[config.mk]
export PLATFORM = sky130hd
export DESIGN_NAME = id_stage
export DESIGN_NICKNAME = d
export VERILOG_FILES = /design/src/rtl/id_stage.sv
export SDC_FILE = /design/constraint.sdc
export NUM_CORES = 2
export LEC_CHECK = 0
export ABC_CLOCK_PERIOD_IN_PS = 1700
export CELL_PAD_IN_SITES_DETAIL_PLACEMENT = 1
export CELL_PAD_IN_SITES_GLOBAL_PLACEMENT = 1
export CORE_ASPECT_RATIO = 0.9
export CORE_UTILIZATION = 30
export CTS_CLUSTER_SIZE = 25
export DETAILED_ROUTE_END_ITERATION = 8
export PLACE_DENSITY_LB_ADDON = 0.25
export SETUP_SLACK_MARGIN = 0.3
export SYNTH_ARGS = -nofsm -noshare
export SYNTH_HDL_FRONTEND = slang
export SYNTH_SLANG_ARGS = --single-unit
[constraint.sdc]
create_clock -name clk -period 1.7 [get_ports clk]
set_input_delay 0.425 -clock clk [delete_from_list [all_inputs] [get_ports clk]]
set_output_delay 0.425 -clock clk [all_outputs]
set_load 0.01 [all_outputs]
[src/rtl/id_stage.sv]
// RV32I instruction decode stage: field extraction, immediate generation, 32x32 register
// file with optional writeback forwarding, and a single-entry valid/ready output register.
module id_stage #(
    parameter bit BYPASS = 1'b1
) (
    input  logic        clk,
    input  logic        reset_n,
    input  logic [31:0] instr,
    input  logic [31:0] pc_in,
    input  logic        if_valid,
    output logic        if_ready,
    input  logic        flush,
    input  logic        ex_ready,
    input  logic        wb_we,
    input  logic [4:0]  wb_rd,
    input  logic [31:0] wb_data,
    output logic        id_valid,
    output logic [31:0] id_pc,
    output logic [6:0]  id_opcode,
    output logic [4:0]  id_rd,
    output logic [4:0]  id_rs1,
    output logic [4:0]  id_rs2,
    output logic [2:0]  id_funct3,
    output logic [6:0]  id_funct7,
    output logic [31:0] id_imm,
    output logic [31:0] id_rs1_data,
    output logic [31:0] id_rs2_data,
    output logic        id_illegal
);

    localparam logic [6:0] OP_LOAD   = 7'h03;
    localparam logic [6:0] OP_FENCE  = 7'h0F;
    localparam logic [6:0] OP_IMM    = 7'h13;
    localparam logic [6:0] OP_AUIPC  = 7'h17;
    localparam logic [6:0] OP_STORE  = 7'h23;
    localparam logic [6:0] OP_REG    = 7'h33;
    localparam logic [6:0] OP_LUI    = 7'h37;
    localparam logic [6:0] OP_BRANCH = 7'h63;
    localparam logic [6:0] OP_JALR   = 7'h67;
    localparam logic [6:0] OP_JAL    = 7'h6F;
    localparam logic [6:0] OP_SYSTEM = 7'h73;

    logic [31:0] regs [32];
    logic        accept;
    logic [4:0]  rs1;
    logic [4:0]  rs2;
    logic [31:0] imm;
    logic        illegal;
    logic [31:0] rs1_val;
    logic [31:0] rs2_val;

    // Handshake: a transfer happens on a rising edge when valid and ready are both high;
    // decode is ready whenever its output slot is empty or being drained by execute.
    assign if_ready = ex_ready | ~id_valid;
    assign accept   = if_valid & if_ready & ~flush;

    assign rs1 = instr[19:15];
    assign rs2 = instr[24:20];

    always_comb begin
        imm     = '0;
        illegal = 1'b0;
        case (instr[6:0])
            OP_LOAD, OP_IMM, OP_JALR, OP_SYSTEM:
                imm = {{20{instr[31]}}, instr[31:20]};
            OP_STORE:
                imm = {{20{instr[31]}}, instr[31:25], instr[11:7]};
            OP_BRANCH:
                imm = {{19{instr[31]}}, instr[31], instr[7], instr[30:25], instr[11:8], 1'b0};
            OP_LUI, OP_AUIPC:
                imm = {instr[31:12], 12'b0};
            OP_JAL:
                imm = {{11{instr[31]}}, instr[31], instr[19:12], instr[20], instr[30:21], 1'b0};
            OP_REG, OP_FENCE:
                imm = '0;
            default:
                illegal = 1'b1;
        endcase
    end

    // Forwarding covers the same-edge writeback so the operand is never one write stale.
    assign rs1_val = (rs1 == 5'd0) ? '0 :
                     (BYPASS && wb_we && (wb_rd == rs1)) ? wb_data : regs[rs1];
    assign rs2_val = (rs2 == 5'd0) ? '0 :
                     (BYPASS && wb_we && (wb_rd == rs2)) ? wb_data : regs[rs2];

    always_ff @(posedge clk or negedge reset_n) begin
        if (!reset_n) begin
            for (int i = 0; i < 32; i++) begin
                regs[i] <= '0;
            end
        end else if (wb_we && (wb_rd != 5'd0)) begin
            regs[wb_rd] <= wb_data;
        end
    end

    always_ff @(posedge clk or negedge reset_n) begin
        if (!reset_n) begin
            id_valid    <= 1'b0;
            id_pc       <= '0;
            id_opcode   <= '0;
            id_rd       <= '0;
            id_rs1      <= '0;
            id_rs2      <= '0;
            id_funct3   <= '0;
            id_funct7   <= '0;
            id_imm      <= '0;
            id_rs1_data <= '0;
            id_rs2_data <= '0;
            id_illegal  <= 1'b0;
        end else if (flush) begin
            id_valid <= 1'b0;
        end else if (accept) begin
            id_valid    <= 1'b1;
            id_pc       <= pc_in;
            id_opcode   <= instr[6:0];
            id_rd       <= instr[11:7];
            id_rs1      <= rs1;
            id_rs2      <= rs2;
            id_funct3   <= instr[14:12];
            id_funct7   <= instr[31:25];
            id_imm      <= imm;
            id_rs1_data <= rs1_val;
            id_rs2_data <= rs2_val;
            id_illegal  <= illegal;
        end else if (ex_ready) begin
            id_valid <= 1'b0;
        end
    end

endmodule

## After elaboration in Yosys (flattened, before gate mapping)

Index checks and enable logic that the tools add are counted.

- Output and inout bits: 163
- Bits in registers: 1186
- Input bits: 107

- Multiplexer cells: 18
- Magnitude comparators: 4
- Bitwise logic cells: 8
- Reduce and logical (&&, ||, !) cells: 12
- Eq/ne operators: 13

Operators with widths:

| operator | count |
|---|---|
| $bwmux 1024 | 1 |
| $bmux 32 s5 | 2 |
| $mux 32 | 9 |
| $demux 32 s5 | 1 |
| $pmux 32 s5 | 1 |
| $eq 7x7->1 const B | 4 |
| $eq 7x6->1 const B | 3 |
| $ge 6x6->1 const B | 3 |
| $not 5->6 | 3 |
| $eq 7x5->1 const B | 2 |
| $reduce_or 11->1 | 1 |
| $eq 5x5->1 | 2 |
| $logic_not 5->1 | 2 |
| $eq 7x2->1 const B | 1 |
| $eq 7x4->1 const B | 1 |
| $lt 6x1->1 const B | 1 |
| $reduce_bool 5->1 | 1 |
| $logic_and 1x1->1 | 4 |
| $mux 1 | 4 |
| $reduce_or 4->1 | 1 |
| $reduce_bool 3->1 | 1 |
| $and 1x1->1 | 2 |
| $not 1->1 | 2 |
| $reduce_and 2->1 | 1 |
| other kinds (2) | 2 |

## Logic depth before layout (Yosys ltp)

- Depth in word-level cells: 6
- Gate-level depth with buffers: 10

## Worst setup path after synthesis

OpenSTA, ideal clock, no wires.

- Path kind: input -> register
- Start: input port instr[15]
- End: register id_rs1_data[16]
- Arrival time: 2250 ps
- Required time: 1570 ps
- Slack: -680 ps
- Cell stages on the path: 6
- Buffers on the path: 2
- Library setup time: 130 ps
- Cell sequence: buf_2 -> buf_1 -> mux4_2 -> mux4_2 -> nand4_1 -> nand3_1

- Word-level cells in the longest chain between the ends: 6
- Elaborated cells on any way between the ends: 9
- Classes of those cells: eq/ne (1); mux (5); bitwise (1); reduce/logical (2)

RTL lines:

| item | RTL line | text |
|---|---|---|
| start: declaration | 8 | `input logic [31:0] instr,` |
| $not 5->6 (implied by the code) | 83 | `(BYPASS && wb_we && (wb_rd == rs1)) ? wb_data : regs[rs1];` |
| $bmux 32 s5 | 83 |  |
| $mux 32 (implied by the code) (2 in a row) | 83 |  |
| $mux 32 | 83 |  |
| $mux 32 * | 82 | `assign rs1_val = (rs1 == 5'd0) ? '0 :` |
| end signal: assignment | 123 | `id_rs1_data <= rs1_val;` |
| end: declaration | 26 | `output logic [31:0] id_rs1_data,` |

Every way passes the cells marked *; elsewhere a longest branch is shown, timed or not. The select of a mux whose other input is x is not followed.
A chain may end at the register's enable or synchronous reset.

## Worst setup path in the final report

- Start: register regs[934] (netlist name)
- End: register id_rs2_data[6]

- Word-level cells in the longest chain between the ends: 5

RTL lines:

| item | RTL line | text |
|---|---|---|
| start: declaration | 43 | `logic [31:0] regs [32];` |
| start signal: indexed assignment | 93 | `regs[wb_rd] <= wb_data;` |
| $bmux 32 s5 | 85 | `(BYPASS && wb_we && (wb_rd == rs2)) ? wb_data : regs[rs2];` |
| $mux 32 (implied by the code) (2 in a row) | 85 |  |
| $mux 32 | 85 |  |
| $mux 32 | 84 | `assign rs2_val = (rs2 == 5'd0) ? '0 :` |
| end signal: assignment | 124 | `id_rs2_data <= rs2_val;` |
| end: declaration | 27 | `output logic [31:0] id_rs2_data,` |

Every way passes these cells. The select of a mux whose other input is x is not followed.

==> results.py <==
metrics = {
    "timing": {
        "relSlewSlack_pct": 34.6,
        "fmax_mhz": 486,
        "min_period_ps": 2060,
        "final.setup_skew_ps": 48.7,
        "fin_ws_ps": -359,
        "drv_slew": 0,
        "tightest_slew_ps": 980,
        "finalSetupViolCount": 286,
        "period_share_pct": 121,
        "hold_viol": 0,
        "whs_ps": 127,
        "rsz0062_at_grt": "yes",
    },
    "synth": {
        "yosysSeqAreaShare_pct": 48.8,
        "synth-edff-count": 0,
        "yosysTopAreaCellShare_pct": 48.8,
        "ys.flop_type": "dfrtp_1",
        "synth_top_area_cell": "dfrtp_1",
        "synth.area.top_cells": "dfrtp_1, mux4_2, mux2_2",
        "synth_cell_types": 68,
        "async_flop_share_pct": 100,
        "ys_ff_latch": 1186,
        "yosys_warnings": 0,
        "syn-mean-instance-area_um2": 14.0,
        "synthesis.area_um2": 60800,
        "syn-num-nets": 4455,
        "syn_inst": 4348,
    },
    "floorplan": {
        "std_cell_rows": 156,
        "start_util_pct": 30.2,
        "die_w_um": 476,
        "dieArea_um2": 204000,
        "core_um2": 201000,
        "ios": 270,
        "fp.dieH_um": 429,
    },
    "power": {
        "total_power_mw": 92.4,
        "power_per_cell_area_nw_per_um2": 1100,
        "peakVddDrop_v": 0.00111,
        "cellLeakagePower_nw": 37.3,
    },
    "finish": {
        "area_delta_synth_final_pct": 38.1,
        "final_core_util_pct": 41.7,
        "drive_above_1_share_pct": 55.5,
        "nets": 5456,
    },
    "global_routing": {
        "grt_usage_pct": 24.3,
        "grt_overflow": 0,
        "grt_pass1_wl_mm": 365,
        "first_global_vias": 48200,
        "antenna_found_initial": 1,
        "grt_max_degree": 82,
    },
    "routing": {
        "post_drt_wl_per_cell_um": 31.3,
        "drt_iter0_drc": 3426,
        "first_pass_iters": 5,
        "drcViolationCount": 0,
        "viasPerCell": 5.52,
        "drt-total-wl_mm": 255,
        "ant_nets": 0,
        "dr_total_vias": 44900,
    },
    "cts": {
        "cts.sinks": 1186,
        "path_clk_slew_ps": 60,
        "htree_levels": 4,
        "cts_buffers": 140,
        "clockBufferDepth": 3,
        "cts_tree": "built",
        "clock_latency_ps": 800,
        "cts_root_buf": "clkbuf_16",
    },
    "job": {
        "maxCapViolCount": 0,
    },
    "placement": {
        "gp_congestion": 0.843,
        "dp_hpwl_mm": 172,
        "port_buffers": 269,
    },
    "critical_path": {
        "crit_path_max_fanout": 3,
        "crit_path_end_kind": "flip-flop",
        "cp-start-kind": "flip-flop",
        "critPathArrivalTime_ps": 2730,
        "critPathKind": "reg -> reg",
        "cp.required_ps": 2370,
    },
    "min_path": {
        "hold_path.class": "in -> async",
    },
    "status": {
        "status": "finished with violations",
        "violations": "setup timing",
    },
}
[layer usage]
metal | vias up | part of all wire [%] | global-route usage, %
met1 | 24800 | 44 | 33.3
met4 | 0 | 3.0 | 6.77
met5 | - | 0 | 0
met2 | 1282 | 48 | 40.0
li1 | 18500 | - | -
met3 | 345 | 4.8 | 3.76
[critical path, stage by stage (launching register included)]
cell      delay, ps
dfrtp_1         390
mux4_2          530
mux4_2          490
o22ai_2         170
a211oi_1         80
a221o_1         280
[timing repair]
item	CTS	global route
endpoints found under the hold margin	353	0
pin swaps	25	41
hold buffers	1	0
setup buffers	56	72
gates resized for setup	874	149
gates cloned	3	23
endpoints found under the setup margin	1311	1315
[cells by family (layout without fill, tap and decap cells)]
| kind of cell | count (synthesis) | after routing | synth area share, % |
|---|---|---|---|
| mux | 1485 | 1485 | 36.8 |
| other cells | 0 | 3 | 0 |
| flops | 1186 | 1186 | 48.8 |
| simple gates | 646 | 646 | 4.86 |
| buf+inv | 500 | 1608 | 3.75 |
| xor+xnor | 10 | 10 | 0.144 |
| compound gates | 521 | 521 | 5.58 |
[flip-flops by register name (all words and copies together) (netlist names)]
name         count
id_funct3        3
id_rd            5
id_funct7        7
id_valid         1
id_opcode        7
id_rs1           5
id_rs1_data     32
id_imm          32
regs          1024
id_pc           32
id_rs2_data     32
id_rs2           5
id_illegal       1
[power breakdown]
group | switching, mW | internal (mW) | total [mW]
logic | 8.81 | 14.1 | 22.9
registers | 4.37 | 33.5 | 37.9
clock network | 13.2 | 18.5 | 31.7
total | 26.4 | 66.0 | 92.4
[cell usage in the layout, fill, tap and decap left out, types with 30 or more instances in the layout]
cell,n
o21ai_0,194
buf_2,60
buf_4,773
a22oi_1,49
mux4_2,515
nand3_1,42
buf_12,246
mux2_4,510
clkbuf_16,159
nand4b_1,32
o21ai_1,37
nand4_1,34
clkbuf_8,33
dfrtp_1,1141
mux2_2,343
buf_6,128
o22ai_1,30
clkdlybuf4s50_1,89
nand2_1,369
dfrtp_2,45
mux2i_1,115
[final timing paths]
check | startpoint | endpoint | slack [ps] | cells past startpoint
worst max-delay path | regs[934]$_DFFE_PN0P_ | id_rs2_data[6]$_DFFE_PN0P_ | -360 | 5
worst min-delay path | reset_n | id_opcode[5]$_DFFE_PN0P_ | 130 | 2
worst max register to register | regs[934]$_DFFE_PN0P_ | id_rs2_data[6]$_DFFE_PN0P_ | -360 | 5
worst min register to register | regs[1007]$_DFFE_PN0P_ | regs[1007]$_DFFE_PN0P_ | 400 | 0
max in group asynchronous | reset_n | regs[474]$_DFFE_PN0P_ | 660 | 4
min in group clk | pc_in[6] | id_pc[6]$_DFFE_PN0P_ | 160 | 3
[synth_stat cells (all sizes together) (8+ instances only)]
master and instances:
a21oi 20, a221o 12, a221oi 36, a22o 10, a22oi 54, a311oi 11, a31oi 22, a32oi 33
buf 160, clkbuf 317, dfrtp 1186, inv 23, mux2 855, mux2i 115, mux4 515, nand2 414
nand3 45, nand4 34, nand4b 32, nor2 47, nor2b 8, nor3 8, nor3b 9, o21ai 236
o221ai 8, o22ai 33, or3 8, xnor2 8
[per-stage QoR]
step | cells | setup slack (ps) | area [µm²] | TNS [ps]
final | 8145 | -359 | 83900 | -30860
after global routing | 8142 | -427 | 83900 | -48680
after CTS | 8047 | -335 | 82200 | -47840
after detailed placement | 7738 | -1000 | 76800 | -914740
after global placement | 7738 | -975 | 76800 | -904520
after floorplan | 4348 | -489 | 64700 | -74400
[area by class of cell]
type                    instances  area (µm²)
fillers                     20300      117000
diodes                          3        7.51
well taps                    2686        3360
repair buffers               1336       14200
clock inverters                44         601
multi-input cells            2662       31700
inverters                      23        86.3
clock buffers                 205        4140
flip-flops and latches       1186       29700
No activity file was read; power rests on OpenSTA's default activity.
